$ cat src/rtl/video_timing_ctrl.sv
// Video timing controller: h/v counters, undelayed pixel requests, delayed sync/de.
// Latency: o_req/o_x/o_y/o_frame_start undelayed; o_hsync/o_vsync/o_de lag by PIPE_DELAY cycles.
// Backpressure: none; start/stop honoured only on frame boundaries, reset truncates immediately.
//
// Ports:
//   clk, rst          pixel clock, synchronous active-high reset
//   i_enable          level request for video output
//   o_running         high while running or draining the current frame
//   o_x, o_y          current h/v counters (undelayed)
//   o_req             undelayed pixel request for the active area
//   o_frame_start     one-cycle pulse at h == 0, v == 0 while running
//   o_hsync, o_vsync  sync outputs, delayed, polarity per HS_POL/VS_POL
//   o_de              o_req delayed by PIPE_DELAY cycles
module video_timing_ctrl #(
   parameter int H_ACTIVE   = 1280,
   parameter int H_FP       = 110,
   parameter int H_SYNC     = 40,
   parameter int H_BP       = 220,
   parameter int V_ACTIVE   = 720,
   parameter int V_FP       = 5,
   parameter int V_SYNC     = 5,
   parameter int V_BP       = 20,
   parameter bit HS_POL     = 1'b1,
   parameter bit VS_POL     = 1'b1,
   parameter int PIPE_DELAY = 2,
   parameter int CNT_BITS   = 12
) (
   input  logic                clk,
   input  logic                rst,
   input  logic                i_enable,
   output logic                o_running,
   output logic [CNT_BITS-1:0] o_x,
   output logic [CNT_BITS-1:0] o_y,
   output logic                o_req,
   output logic                o_frame_start,
   output logic                o_hsync,
   output logic                o_vsync,
   output logic                o_de
);

   localparam int H_TOTAL = H_ACTIVE + H_FP + H_SYNC + H_BP;
   localparam int V_TOTAL = V_ACTIVE + V_FP + V_SYNC + V_BP;

   localparam logic [CNT_BITS-1:0] CNT_ZERO = '0;
   localparam logic [CNT_BITS-1:0] CNT_ONE  = CNT_BITS'(1);
   localparam logic [CNT_BITS-1:0] H_LAST   = CNT_BITS'(H_TOTAL - 1);
   localparam logic [CNT_BITS-1:0] V_LAST   = CNT_BITS'(V_TOTAL - 1);
   localparam logic [CNT_BITS-1:0] H_ACT    = CNT_BITS'(H_ACTIVE);
   localparam logic [CNT_BITS-1:0] V_ACT    = CNT_BITS'(V_ACTIVE);
   localparam logic [CNT_BITS-1:0] HS_START = CNT_BITS'(H_ACTIVE + H_FP);
   localparam logic [CNT_BITS-1:0] HS_END   = CNT_BITS'(H_ACTIVE + H_FP + H_SYNC);
   localparam logic [CNT_BITS-1:0] VS_START = CNT_BITS'(V_ACTIVE + V_FP);
   localparam logic [CNT_BITS-1:0] VS_END   = CNT_BITS'(V_ACTIVE + V_FP + V_SYNC);

   typedef enum logic [1:0] {
      ST_IDLE  = 2'd0,
      ST_RUN   = 2'd1,
      ST_DRAIN = 2'd2
   } state_t;

   state_t              state_q, state_d;
   logic [CNT_BITS-1:0] h_q, h_d;
   logic [CNT_BITS-1:0] v_q, v_d;
   logic                running;
   logic                line_end;
   logic                frame_end;
   logic                hs_raw;
   logic                vs_raw;
   logic                req_raw;
   logic [2:0]          raw_vec;   // {hsync, vsync, req}, active-high
   logic [2:0]          dly_out;

   always_ff @(posedge clk) begin
      if (rst) begin
         state_q <= ST_IDLE;
         h_q     <= CNT_ZERO;
         v_q     <= CNT_ZERO;
      end else begin
         state_q <= state_d;
         h_q     <= h_d;
         v_q     <= v_d;
      end
   end

   always_comb begin
      state_d   = state_q;
      h_d       = h_q;
      v_d       = v_q;
      running   = (state_q != ST_IDLE);
      line_end  = (h_q == H_LAST);
      frame_end = line_end && (v_q == V_LAST);

      // RUN and DRAIN count identically; the last cycle of a frame wraps both
      // counters to zero, which is also the IDLE value when draining ends.
      if (running) begin
         if (line_end) begin
            h_d = CNT_ZERO;
            v_d = (v_q == V_LAST) ? CNT_ZERO : v_q + CNT_ONE;
         end else begin
            h_d = h_q + CNT_ONE;
         end
      end

      case (state_q)
         ST_IDLE: begin
            h_d = CNT_ZERO;
            v_d = CNT_ZERO;
            if (i_enable) state_d = ST_RUN;
         end
         ST_RUN: begin
            if (!i_enable) state_d = ST_DRAIN;
         end
         ST_DRAIN: begin
            // A returning enable wins, so re-enabling on the final cycle keeps streaming.
            if (i_enable)       state_d = ST_RUN;
            else if (frame_end) state_d = ST_IDLE;
         end
         default: begin
            state_d = ST_IDLE;
            h_d     = CNT_ZERO;
            v_d     = CNT_ZERO;
         end
      endcase
   end

   assign req_raw = running && (h_q < H_ACT) && (v_q < V_ACT);
   assign hs_raw  = running && (h_q >= HS_START) && (h_q < HS_END);
   assign vs_raw  = running && (v_q >= VS_START) && (v_q < VS_END);
   assign raw_vec = {hs_raw, vs_raw, req_raw};

   generate
      if (PIPE_DELAY == 0) begin : g_nodly
         assign dly_out = raw_vec;
      end else begin : g_dly
         logic [2:0] pipe_q [PIPE_DELAY];

         // Reset clears every stage so no stale sync/de leaks out after rst.
         always_ff @(posedge clk) begin
            if (rst) begin
               for (int i = 0; i < PIPE_DELAY; i++) pipe_q[i] <= 3'b000;
            end else begin
               pipe_q[0] <= raw_vec;
               for (int i = 1; i < PIPE_DELAY; i++) pipe_q[i] <= pipe_q[i-1];
            end
         end

         assign dly_out = pipe_q[PIPE_DELAY-1];
      end
   endgenerate

   assign o_running     = running;
   assign o_x           = h_q;
   assign o_y           = v_q;
   assign o_req         = req_raw;
   assign o_frame_start = running && (h_q == CNT_ZERO) && (v_q == CNT_ZERO);
   assign o_hsync       = dly_out[2] ? HS_POL : ~HS_POL;
   assign o_vsync       = dly_out[1] ? VS_POL : ~VS_POL;
   assign o_de          = dly_out[0];

endmodule

$ cat config.mk
export PLATFORM = sky130hd
export DESIGN_NAME = video_timing_ctrl
export DESIGN_NICKNAME = d
export VERILOG_FILES = /design/src/rtl/video_timing_ctrl.sv
export SDC_FILE = /design/constraint.sdc
export NUM_CORES = 1
export LEC_CHECK = 0
export BUFFER_PORTS_ARGS = -buffer_cell sky130_fd_sc_hd__buf_2
export CAP_MARGIN = 20
export CORE_ASPECT_RATIO = 1.5
export CORE_MARGIN = 2
export CORE_UTILIZATION = 45
export DETAILED_ROUTE_END_ITERATION = 10
export GPL_TIMING_DRIVEN = 0
export PLACE_DENSITY = 0.67
export SLEW_MARGIN = 15
export SYNTH_ARGS = -nofsm -noshare
export SYNTH_HDL_FRONTEND = slang
export SYNTH_SLANG_ARGS = --single-unit
$ cat constraint.sdc
create_clock -name clk -period 2.6 [get_ports clk]
set_input_delay 0.52 -clock clk [delete_from_list [all_inputs] [get_ports clk]]
set_output_delay 0.52 -clock clk [all_outputs]
set_load 0.02 [all_outputs]
Word level (Yosys, flattened, before mapping):

Memory sizes are Yosys's and may differ from the RTL's.
Cells that the tools add are included.

* input bits: 3
* memory bits (writable): 6
* output and inout port bits: 30
* memories kept: 1
* flip-flop bits (word level): 26
* logic and storage cells: 53

Memory list
* g_dly.pipe_q: words 2, width 3, rd ports 2, clocked after Yosys merged registers in 0, wr ports 2, line 135 `logic [2:0] pipe_q [PIPE_DELAY];`

* reductions and logical operators: 17
* muxes and demuxes: 14
* equality and inequality tests: 7
* bitwise logic cells: 3
* order comparisons: 6
* $add $sub $neg: 2

Operators with widths (count)
* adder 12 x 1 -> 12 bit, second input constant: 2
* logical NOT 12 bit: 2
* less-than comparator 12 x 10 -> 1 bit, second input constant: 2
* less-than comparator 12 x 11 -> 1 bit, second input constant: 2
* 2-to-1 mux 12 bit: 2
* equality test 12 x 10 -> 1 bit, second input constant: 1
* equality test 12 x 11 -> 1 bit, second input constant: 1
* >= comparator 12 x 10 -> 1 bit, second input constant: 1
* >= comparator 12 x 11 -> 1 bit, second input constant: 1
* logical AND 1 bit: 9
* 2-to-1 mux 2 bit: 4
* 2-to-1 mux 3 bit: 2
* case mux 2 bit (3 select lines): 1
* 2-to-1 mux 1 bit: 5
* inequality test 2 bit, second input constant: 2
* OR reduction 2 bit: 2
* inequality test 3 bit, second input constant: 1
* AND reduction 3 bit: 1
* equality test 2 x 1 -> 1 bit, second input constant: 1
* equality test 2 bit, second input constant: 1
* logical NOT 2 bit: 1
* bitwise OR 1 bit: 2
* AND reduction 2 bit: 1
* nonzero test 2 bit: 1
* inverter 1 bit: 1

Logic depth before layout (Yosys ltp):

Gate-level depths: netlist (run 1).

* depth in word-level cells: 5
* gate-level depth with buffers: 8
* mapped depth without buffers: 6

Worst setup path after synthesis (run 1):

No wires, ideal clock.

* kind: reg2out
* start point: register state_q[0]
* end point: output o_frame_start
* buffers on the path: 1
* data required time: 2.080 ns
* data arrival time: 1.604 ns
* stages on the path, launching flop included: 7
* slack: 0.476 ns
* cell sequence: dfxtp_1 > inv_1 > ha_1 > clkbuf_1 > nor4_1 > nand4_1 > nor2_1

* longest elaborated chain between the ends: 3

Ends and longest elaborated chain
* from (decl): line 61 `state_t state_q, state_d;`
* from (signal assigned): line 79 `state_q <= state_d;`
* nonzero test 2 bit: line 89 `running = (state_q != ST_IDLE);`
* logical AND 1 bit (2 in series): line 155 `assign o_frame_start = running && (h_q == CNT_ZERO) && (v_q == CNT_ZERO);`
* to (decl): line 35 `output logic o_frame_start,`

Every way passes these cells.

Final worst setup path (run 1):

Same ends and word-level chain as after synthesis.

==> impl_results.md, run 1 <==
- Run status: finished, final reports clean
- DR vias: about 1700
- Max-slew headroom at the worst pin: 69.7%
- Maximum VDD drop: 0.000353 V
- Total power draw: ~1.2 mW
- Total detailed-routing wirelength: 4250 um
- Actual transition at the worst max-transition pin: 0.455 ns
- Area added between synthesis and finish: 17.8%
- Reg clk slew, reported paths: 0.07 ns
- Die Outline Area: approximately 4700 um^2
- Worst hold path type: flop to flop
- Ratio of cells with drive above 1 in the final layout: 21.4%
- Required time reported for the critical path endpoint: between 2 and 2.5 ns
- Placed cells: between 200 and 300
- Kind of cell with the highest combined delay on the critical path: simple AND/OR/NAND/NOR gates
- Seq pwr share: 42.2%
- Psw: 353 uW
- Count of filler cells inserted in the layout: 404
- Largest driver fanout on the critical path: 13
- Clock Root Buffer: clkbuf_8
- Post-detailed-route wirelength per cell: ~14 um
- Syn Std Cell Area: 1850 um^2
- Post-Syn Area per Cell: about 8.7 um^2
- Number of global-route vias before repair: 1486
- I/O pin count: 33
- Post-layout net count: 266
- Number of antenna violations at the first check in global routing: 0
- Area occupied by multi-input gates: 1120 um^2
- CTS tree: built
- Cell-internal power: 878 uW
- Synth Register Bits: 32
- Post-synth top area share: 34.6%
- Worst clock skew: 0.00272 ns
- First-pass GRT wire length: approximately 6900 um
- Count of max-cap constraint violations: 0
- Crit path cell chain: inv_1 -> ha_2 -> nor4_2 -> nand4_1 -> nor2_1 -> buf_2
- Arr. time, crit path: 1.84 ns
- Sequential element share of the synthesized area: 34.6%
- Unrepaired setup endpoints after global routing: false
- Dominant synthesized flop cell: dfxtp_1
- Number of DRC violations after detailed routing: 0
- Syn Nets: 228
- Initial standard-cell utilization of the core: 46.7%
- H-tree levels: 2
- # Post-CTS Setup Buffers: 0
- Ratio of routed vias to standard cells: between 5 and 6
- Most repeated cell in the gate-level netlist after synthesis: dfxtp_1
- Overall routing resource usage: 18.9%
- Crit path kind: flop to output port
- Endpoint class of the critical path: output port
- Synth top cells by count: dfxtp_1 (32), nor2_1 (20), nand2_1 (13)
- Detailed-placement wirelength estimate: 3190 um
- Distinct cells, synth: 47
- Aggregate global routing overflow: 0
- Final critical path time including I/O delays and setup: 2.36 ns
- Final Hold Fails: 0
- Min-Delay Startpoint: g_dly.pipe_q[0][2]
- Total of buffers placed on input and output ports: 32
- Max stage delay on crit path: 0.38 ns
- Number of diodes added for antenna fixing: 0
- FFs w/ async S/R, synth: 0%
- TritonCTS Buffers: 5
- Floorplan die height: 82.5 um
- DRC marker count from the first detailed-route iteration: 70
- Clock power share: 38.3%
- Type of origin of the critical path: flop
- Cell types occupying the most area after synthesis: dfxtp_1 (35%), ha_1 (8.1%), nor2_1 (4.1%)
- Weighted congestion reported at the end of routability-driven placement: 0.886
- Startpoint of the most critical setup path: state_q[0]
- Max-slew violation count: 0
- Max stage delay cell, worst path: dfxtp_1
- Core box area: ~4000 um^2
- Startpoint of the worst register-to-register path: state_q[0]
- Total Neg Setup Slack: 0 ns
- Number of warnings reported in the yosys synthesis log: 0
- EDFF count, synth: 0
- Number of buffers on the longest clock path: 2
- Clock latency on the worst-skew pair: 0.28 ns
- Maximum operating frequency: 0.423 GHz
- Post-synth top area cell: dfxtp_1
- Number of buffer and inverter stages on the critical path: 2
- Number of detailed-route iterations in the first pass: 4
- Comb pwr share: about a fifth
- Cells after Synth: 213
- Site row count: 28
- LEAKAGE: between 0.8 and 0.9 nW
- Share of the clock period used by the worst path after layout: 90.9%
- Power Density: around 560 nW/um^2
- Switching fraction of total power: 28.7%
- Total setup violations reported at the end of the flow: 0
- Register cell area after layout: 641 um^2
- Maximum number of pins on one net before global-route repair: 14
- Clock Sinks: 32
- Chip width: 56.4 um
- Post-route ant nets: 0
- Number of cells in the finished layout apart from fillers: just under 300
==> timing repair <==
action	4_1_cts	5_1_grt
gates resized for setup	1	1
endpoints found under the setup margin	2	2
hold endpoints to repair	0	0
hold buffers	0	0
==> stage by stage <==
stage | util (%) | hold slack, ns | instance area [um^2] | setup slack (ns)
after global routing | 55.1 | 0.464 | 2180 | 0.0913
after CTS | 55.0 | 0.447 | 2180 | 0.0929
after detailed placement | 52.2 | 0.430 | 2070 | 0.215
after floorplan | - | 0.414 | 1850 | 0.476
after global placement | 52.2 | 0.419 | 2070 | 0.214
final | 55.1 | 0.443 | 2180 | 0.236
==> worst paths after layout <==
path / slack (ns) / depth (start not counted) / to
min: 0.44 / 1 / g_dly.pipe_q[0][5]
max reg2reg: 0.35 / 8 / o_y[0]
min reg2reg: 0.44 / 1 / g_dly.pipe_q[0][5]
max: 0.24 / 6 / o_frame_start
==> sequential cells by signal, summed over array words and instances (netlist names) <==
signal / count
g_dly.pipe_q: 6
o_x: 12
o_y: 12
state_q: 2
==> power by group through the flow <==
stage          Clock [mW]  Combinational, mW  Sequential (mW)
5_1_grt             0.497              0.265            0.521
3_5_place_dp            0              0.236            0.530
6_report            0.472              0.240            0.519
2_1_floorplan           0              0.164            0.533
4_1_cts             0.479              0.240            0.519
3_3_place_gp            0              0.236            0.530
==> metal layers <==
metal	GRT usage, %	wire [um]	up-vias	share of wire, %
met2	33.8	2070	44	49
met4	11.0	141	0	3.3
met5	0	0	-	0
li1	-	-	857	-
met1	20.5	1840	784	43
met3	4.52	194	12	4.6
==> cell families (layout without fill, tap and decap cells) <==
logic type | count (synthesis) | after routing | synth area share, %
XOR/XNOR | 11 | 11 | 5.21
AO/OA/AOI/OAI | 35 | 35 | 12.4
AND/OR/NAND/NOR | 100 | 100 | 33.5
flip-flops | 32 | 32 | 34.6
adder cells (fa/ha/maj) | 12 | 12 | 8.11
multiplexers | 1 | 1 | 0.541
buffers and inverters | 22 | 61 | 5.54
==> area by class of cell <==
type | count | area share [%]
Multi-Input combinational cell | 159 | 51.2
Inverter | 12 | 2.07
Tap cell | 45 | 2.58
Clock inverter | 2 | 1.61
Sequential cell | 32 | 29.4
Timing Repair Buffer | 32 | 7.35
Clock buffer | 6 | 3.33
Buffer | 9 | 2.47
==> worst reg2reg max path, stage by stage, from the launching register on <==
cell and delay, ns:
dfxtp_1 0.38, inv_1 0.10, ha_2 0.29, and4b_4 0.39
nand4_4 0.16, buf_6 0.19, o31ai_2 0.26, buf_2 0.29
nor2_1 0.07
==> cells in the final DEF (no fill, tap or decap), types with 5 or more instances in the layout <==
master	n
a21oi_1	11
buf_2	35
clkbuf_8	5
dfxtp_1	32
ha_1	11
inv_1	12
nand2_1	13
nand3_1	7
nand4_1	7
nor2_1	20
nor2b_1	9
nor3_1	5
nor4b_1	5
o21ai_0	7
o31ai_1	6
or4_1	7
xnor2_1	7
Power figures use the tool's default switching activity.
==> run 2, diff against run 1 <==
- REMOVE_ABC_BUFFERS: not set -> 1
==> run 2 against run 1 <==
Net effect:
- global-route usage grew 0.75 points
- critical path depth shrank 1
- clock-buffer cell count grew 2
- sequential power is essentially flat
- worst setup slack worse by 0.011 ns
- total power decreased by 6.0%
- register-to-register slack gained 0.05 ns
- sequential share of layout area rose by 0.87 points
- die area unchanged
- design area down 2.9%
- cell count shrank 3.0%
==> impl_results.md, run 2 (same netlist as run 1, synthesis figures left out) <==
- Core box area: 3960 um^2
- Unrepaired setup endpoints after global routing: false
- Actual transition at the worst max-transition pin: 0.550 ns
- Type of origin of the critical path: flop
- Required time reported for the critical path endpoint: 2.08 ns
- Crit path cell chain: inv_1 -> ha_2 -> nor4_2 -> o2111a_1 -> buf_2
- Post-cts hold buffer count: 0
- Total detailed-routing wirelength: 4330 um
- Area occupied by multi-input gates: 1120 um^2
- Clock Sinks: 32
- Maximum VDD drop: a little over 0.0004 V
- Clock latency on the worst-skew pair: 0.29 ns
- Count of instances resized after the clock tree is built: 2
- Number of antenna violations at the first check in global routing: 0
- Max-slew violation count: 0
- Met1 WL: approximately 2000 um
- Max Used Layer: met4
- Met2 WL: 2080 um
- Total of buffers placed on input and output ports: 32
- Post-detailed-route wirelength per cell: 15.0 um
- Startpoint of the most critical setup path: state_q[0]
- Run status: finished, final reports clean
- CTS tree: built
- Min-Delay Startpoint: g_dly.pipe_q[0][0]
- Initial standard-cell utilization of the core: approximately 47%
- Worst clock skew: roughly 0.0069 ns
- Share of the clock period used by the worst path after layout: around nine tenths
- Maximum number of pins on one net before global-route repair: 17
- # Post-CTS Setup Buffers: 0
- H-tree levels: 2
- Overall routing resource usage: 19.7%
- Number of detailed-route iterations in the first pass: 4
- Largest driver fanout on the critical path: 13
- Max stage delay on crit path: 0.39 ns
- Final critical path time including I/O delays and setup: 2.37 ns
- Number of global-route vias before repair: 1493
- Number of buffers on the longest clock path: 2
- Clock Root Buffer: clkbuf_8
- Post-route ant nets: 0
- Worst Hold Margin: roughly 0.44 ns
- Number of diodes added for antenna fixing: 0
- Startpoint of the worst register-to-register path: state_q[0]
- Register cell area after layout: 641 um^2
- Reg clk slew, reported paths: about 0.06 ns
- Count of max-cap constraint violations: 0
- TritonCTS Buffers: 5
- Arr. time, crit path: 1.85 ns
- Floorplan die height: 82.5 um
- Count of filler cells inserted in the layout: approximately 390
- Aggregate global routing overflow: 0
- Detailed-placement wirelength estimate: around 3000 um
- Chip width: ~56 um
- Number of DRC violations after detailed routing: 0
- Max stage delay cell, worst path: dfxtp_1
- Ratio of cells with drive above 1 in the final layout: between 10% and 20%
- DRC marker count from the first detailed-route iteration: 70
- Worst hold path type: flop to flop
- LEAKAGE: 0.793 nW
- DR vias: 1664
- Power Density: 547 nW/um^2
- I/O pin count: 33
- First-pass GRT wire length: 7200 um
- Placed cells: 280
- Post-layout net count: between 200 and 300
- Crit path kind: flop to output port
- Weighted congestion reported at the end of routability-driven placement: 0.765
- Ratio of routed vias to standard cells: between 5 and 6
- Max-slew headroom at the worst pin: ~63%
- Endpoint class of the critical path: output port
- Detail Route met3 WL: 191 um
- Die Outline Area: approximately 4700 um^2
- Area added between synthesis and finish: 14.4%
- Total setup violations reported at the end of the flow: 0
- Most frequent cells in the layout: dfxtp_1 (32), buf_2 (32), nor2_1 (20), nand2_1 (13), inv_1 (12)
- Final Hold Fails: 0
- Maximum operating frequency: approximately 0.42 GHz
- Site row count: 28
- Total power draw: 1.16 mW
- Number of cells in the finished layout apart from fillers: 288
## run 2: changes by cell type in the layout (fill, tap and decap cells not counted), sizes merged
cell and delta:
buf -5, clkbuf -2, bufinv -1, clkinv -1
## run 2: per-layer routing
layer  global-route usage, %  vias to the layer above
li1                        -                      827
met1                    23.6                      786
met2                    34.8                       46
met3                    4.52                        5
met4                    6.43                        0
met5                       0                        -
## run 2: final timing paths
| path | to | slack (ns) | depth (start not counted) |
|---|---|---|---|
| max | o_req | 0.23 | 5 |
| min | g_dly.pipe_q[0][3] | 0.44 | 1 |
| min reg2reg | g_dly.pipe_q[0][3] | 0.44 | 1 |
| max reg2reg | o_y[9] | 0.40 | 6 |
## run 2: metrics by stage
stage	util [%]	cell area (um^2)	setup slack, ns	TNS, ns
4_1_cts	53.4	2110	0.0704	0
3_3_place_gp	50.8	2010	-0.0364	-0.118
3_5_place_dp	50.8	2010	-0.0365	-0.0917
5_1_grt	53.5	2120	0.0701	0
2_1_floorplan	-	1790	0.492	0
6_report	53.5	2120	0.225	0
## run 2: area by class of cell
class / instances / area share, %
Multi-Input combinational cell: 159 / 53.1
Sequential cell: 32 / 30.3
Timing Repair Buffer: 32 / 7.57
Clock buffer: 8 / 4.26
Tap cell: 45 / 2.66
Inverter: 12 / 2.13
## run 2: where the power goes
group          total, mW  switching, mW  internal, mW
logic              0.239          0.153        0.0858
registers          0.519         0.0131         0.506
clock network      0.399          0.183         0.216
## run 2: worst max-delay path, delay by kind of cell, from the launching register on
kind            cells  cell delay [ns]
compound gates      1             0.28
fa+ha+maj           1             0.29
buf+inv             2             0.28
flops               1             0.39
simple gates        1             0.33
==> run 3, diff against run 2 <==
- CELL_PAD_IN_SITES_DETAIL_PLACEMENT: not set -> 1
- CELL_PAD_IN_SITES_GLOBAL_PLACEMENT: not set -> 1
- CORE_UTILIZATION: 45 -> 41
- PLACE_DENSITY: 0.67 -> not set
- PLACE_DENSITY_LB_ADDON: not set -> 0.1
==> run 3 against run 2 <==
Net effect:
- the run now ends with design-rule violations left
- clock-buffer cell count shrank 2
- via count grew 3.5%
- sequential share of layout area shrank 0.27 points
- critical endpoint is now o_frame_start
==> impl_results.md, run 3 (same netlist as run 1, synthesis figures left out) <==
- Post-cts hold buffer count: 0
- Ratio of routed vias to standard cells: ~6.0
- Actual transition at the worst max-transition pin: between 0.5 and 0.6 ns
- Max-slew violation count: 0
- Required time reported for the critical path endpoint: between 2 and 2.5 ns
- Detailed-placement wirelength estimate: 3740 um
- Kind of cell with the highest combined delay on the critical path: simple AND/OR/NAND/NOR gates
- Max-slew headroom at the worst pin: 61.8%
- I/O pin count: 33
- Core box area: 4280 um^2
- Largest driver fanout on the critical path: 13
- Maximum operating frequency: about 0.42 GHz
- Aggregate global routing overflow: 0
- Maximum VDD drop: 0.000317 V
- Chip width: between 50 and 60 um
- Violated checks: design-rule violations
- Final Hold Fails: 0
- Number of diodes added for antenna fixing: 0
- Max stage delay on crit path: 0.39 ns
- Count of max-cap constraint violations: 0
- Maximum number of pins on one net before global-route repair: 17
- Arr. time, crit path: between 1.5 and 2 ns
- Initial standard-cell utilization of the core: 43.2%
- Post-route ant nets: 0
- Max stage delay cell, worst path: dfxtp_1
- Clock latency on the worst-skew pair: about 0.29 ns
- Total setup violations reported at the end of the flow: 0
- TritonCTS Buffers: 5
- Total power draw: 1.23 mW
- Overall routing resource usage: 21.2%
- Weighted congestion reported at the end of routability-driven placement: 0.858
- Unrepaired setup endpoints after global routing: false
- Worst hold path type: flop to flop
- DR vias: 1723
- Floorplan die height: 86.3 um
- Most frequent cells in the layout: dfxtp_1 (32), buf_2 (32), nor2_1 (20), nand2_1 (13), inv_1 (12)
- Total of buffers placed on input and output ports: 32
- Crit path cell chain: inv_1 -> ha_2 -> nor4_2 -> nand4_1 -> nor2_1 -> buf_2
- H-tree levels: 2
- Final critical path time including I/O delays and setup: 2.37 ns
- Post-layout net count: 257
- Type of origin of the critical path: flop
- CTS tree: built
- Endpoint class of the critical path: output port
- Site row count: 29
- Number of buffer and inverter stages on the critical path: 2
- Run status: finished, violations left
- Power Density: 577 nW/um^2
- Crit path kind: flop to output port
- Die Outline Area: roughly 5000 um^2
- Worst clock skew: 0.0103 ns
- Number of global-route vias before repair: ~1800
- Reg clk slew, reported paths: 0.07 ns
- Post-detailed-route wirelength per cell: around 17 um
- Worst Hold Margin: 0.443 ns
- Clock Sinks: 32
- Area occupied by multi-input gates: 1120 um^2
- Clock Root Buffer: clkbuf_8
- DRC marker count from the first detailed-route iteration: 69
- Total detailed-routing wirelength: 4930 um
- Area added between synthesis and finish: 15.4%
- Register cell area after layout: 641 um^2
- LEAKAGE: 0.802 nW
- Count of filler cells inserted in the layout: roughly 540
- Number of detailed-route iterations in the first pass: 7
- # Post-CTS Setup Buffers: 0
- Number of DRC violations after detailed routing: 2
- Number of antenna violations at the first check in global routing: 0
- Number of buffers on the longest clock path: 2
- Share of the clock period used by the worst path after layout: 91.3%
- First-pass GRT wire length: 8400 um
- Ratio of cells with drive above 1 in the final layout: 19.8%
run 3: layout make-up:
type                       instances  area share (%)
tap                               46            2.69
timing repair buffer              32            7.50
clock buffer                       6            3.40
inverter                          12            2.11
multi-input combinational        159            52.7
sequential                        32            30.0
clock inverter                     2            1.64
run 3: path summary, 6_finish.rpt:
| kind | to | startpoint | slack, ns | cells after the start |
|---|---|---|---|---|
| setup reg to reg | o_y[9] | state_q[0] | 0.35 | 6 |
| hold / removal | g_dly.pipe_q[0][4] | g_dly.pipe_q[0][1] | 0.44 | 1 |
| setup / recovery | o_frame_start | state_q[0] | 0.23 | 6 |
| hold reg to reg | g_dly.pipe_q[0][4] | g_dly.pipe_q[0][1] | 0.44 | 1 |
run 3: stage by stage:
step	worst slack, ns	cell area (um^2)	util, %	cells	TNS (ns)
6_report	0.227	2140	49.9	289	0
5_1_grt	0.0989	2140	49.9	289	0
4_1_cts	0.128	2130	49.7	289	0
3_5_place_dp	-0.118	2010	47.0	281	-1.11
3_3_place_gp	0.0345	2010	47.0	281	0
2_1_floorplan	0.492	1790	-	203	0
run 3: per-layer routing:
layer	part of all wire, %	global-route usage (%)
met5	0	0
met1	40	23.3
met4	1.7	8.26
met2	56	38.5
met3	3.0	4.33
run 3: timing repair:
item / 4_1_cts / 5_1_grt
resized for setup: 2 / 1
gates cloned: 0 / 0
setup endpoints to repair: 12 / 2
run 3: worst reg2reg max path: cells and delay by family, from the launching register on:
kind / cells / cell delay (ns)
and+or+nand+nor: 3 / 1.24
DFF: 1 / 0.39
adders and majority gates: 1 / 0.30
AOI/OAI and AO/OA: 1 / 0.16
buffers and inverters: 1 / 0.11
run 3: report_power, final:
group | internal, mW | switching (mW)
combinational | 0.0861 | 0.158
sequential | 0.506 | 0.0135
clock | 0.284 | 0.184
total | 0.876 | 0.355
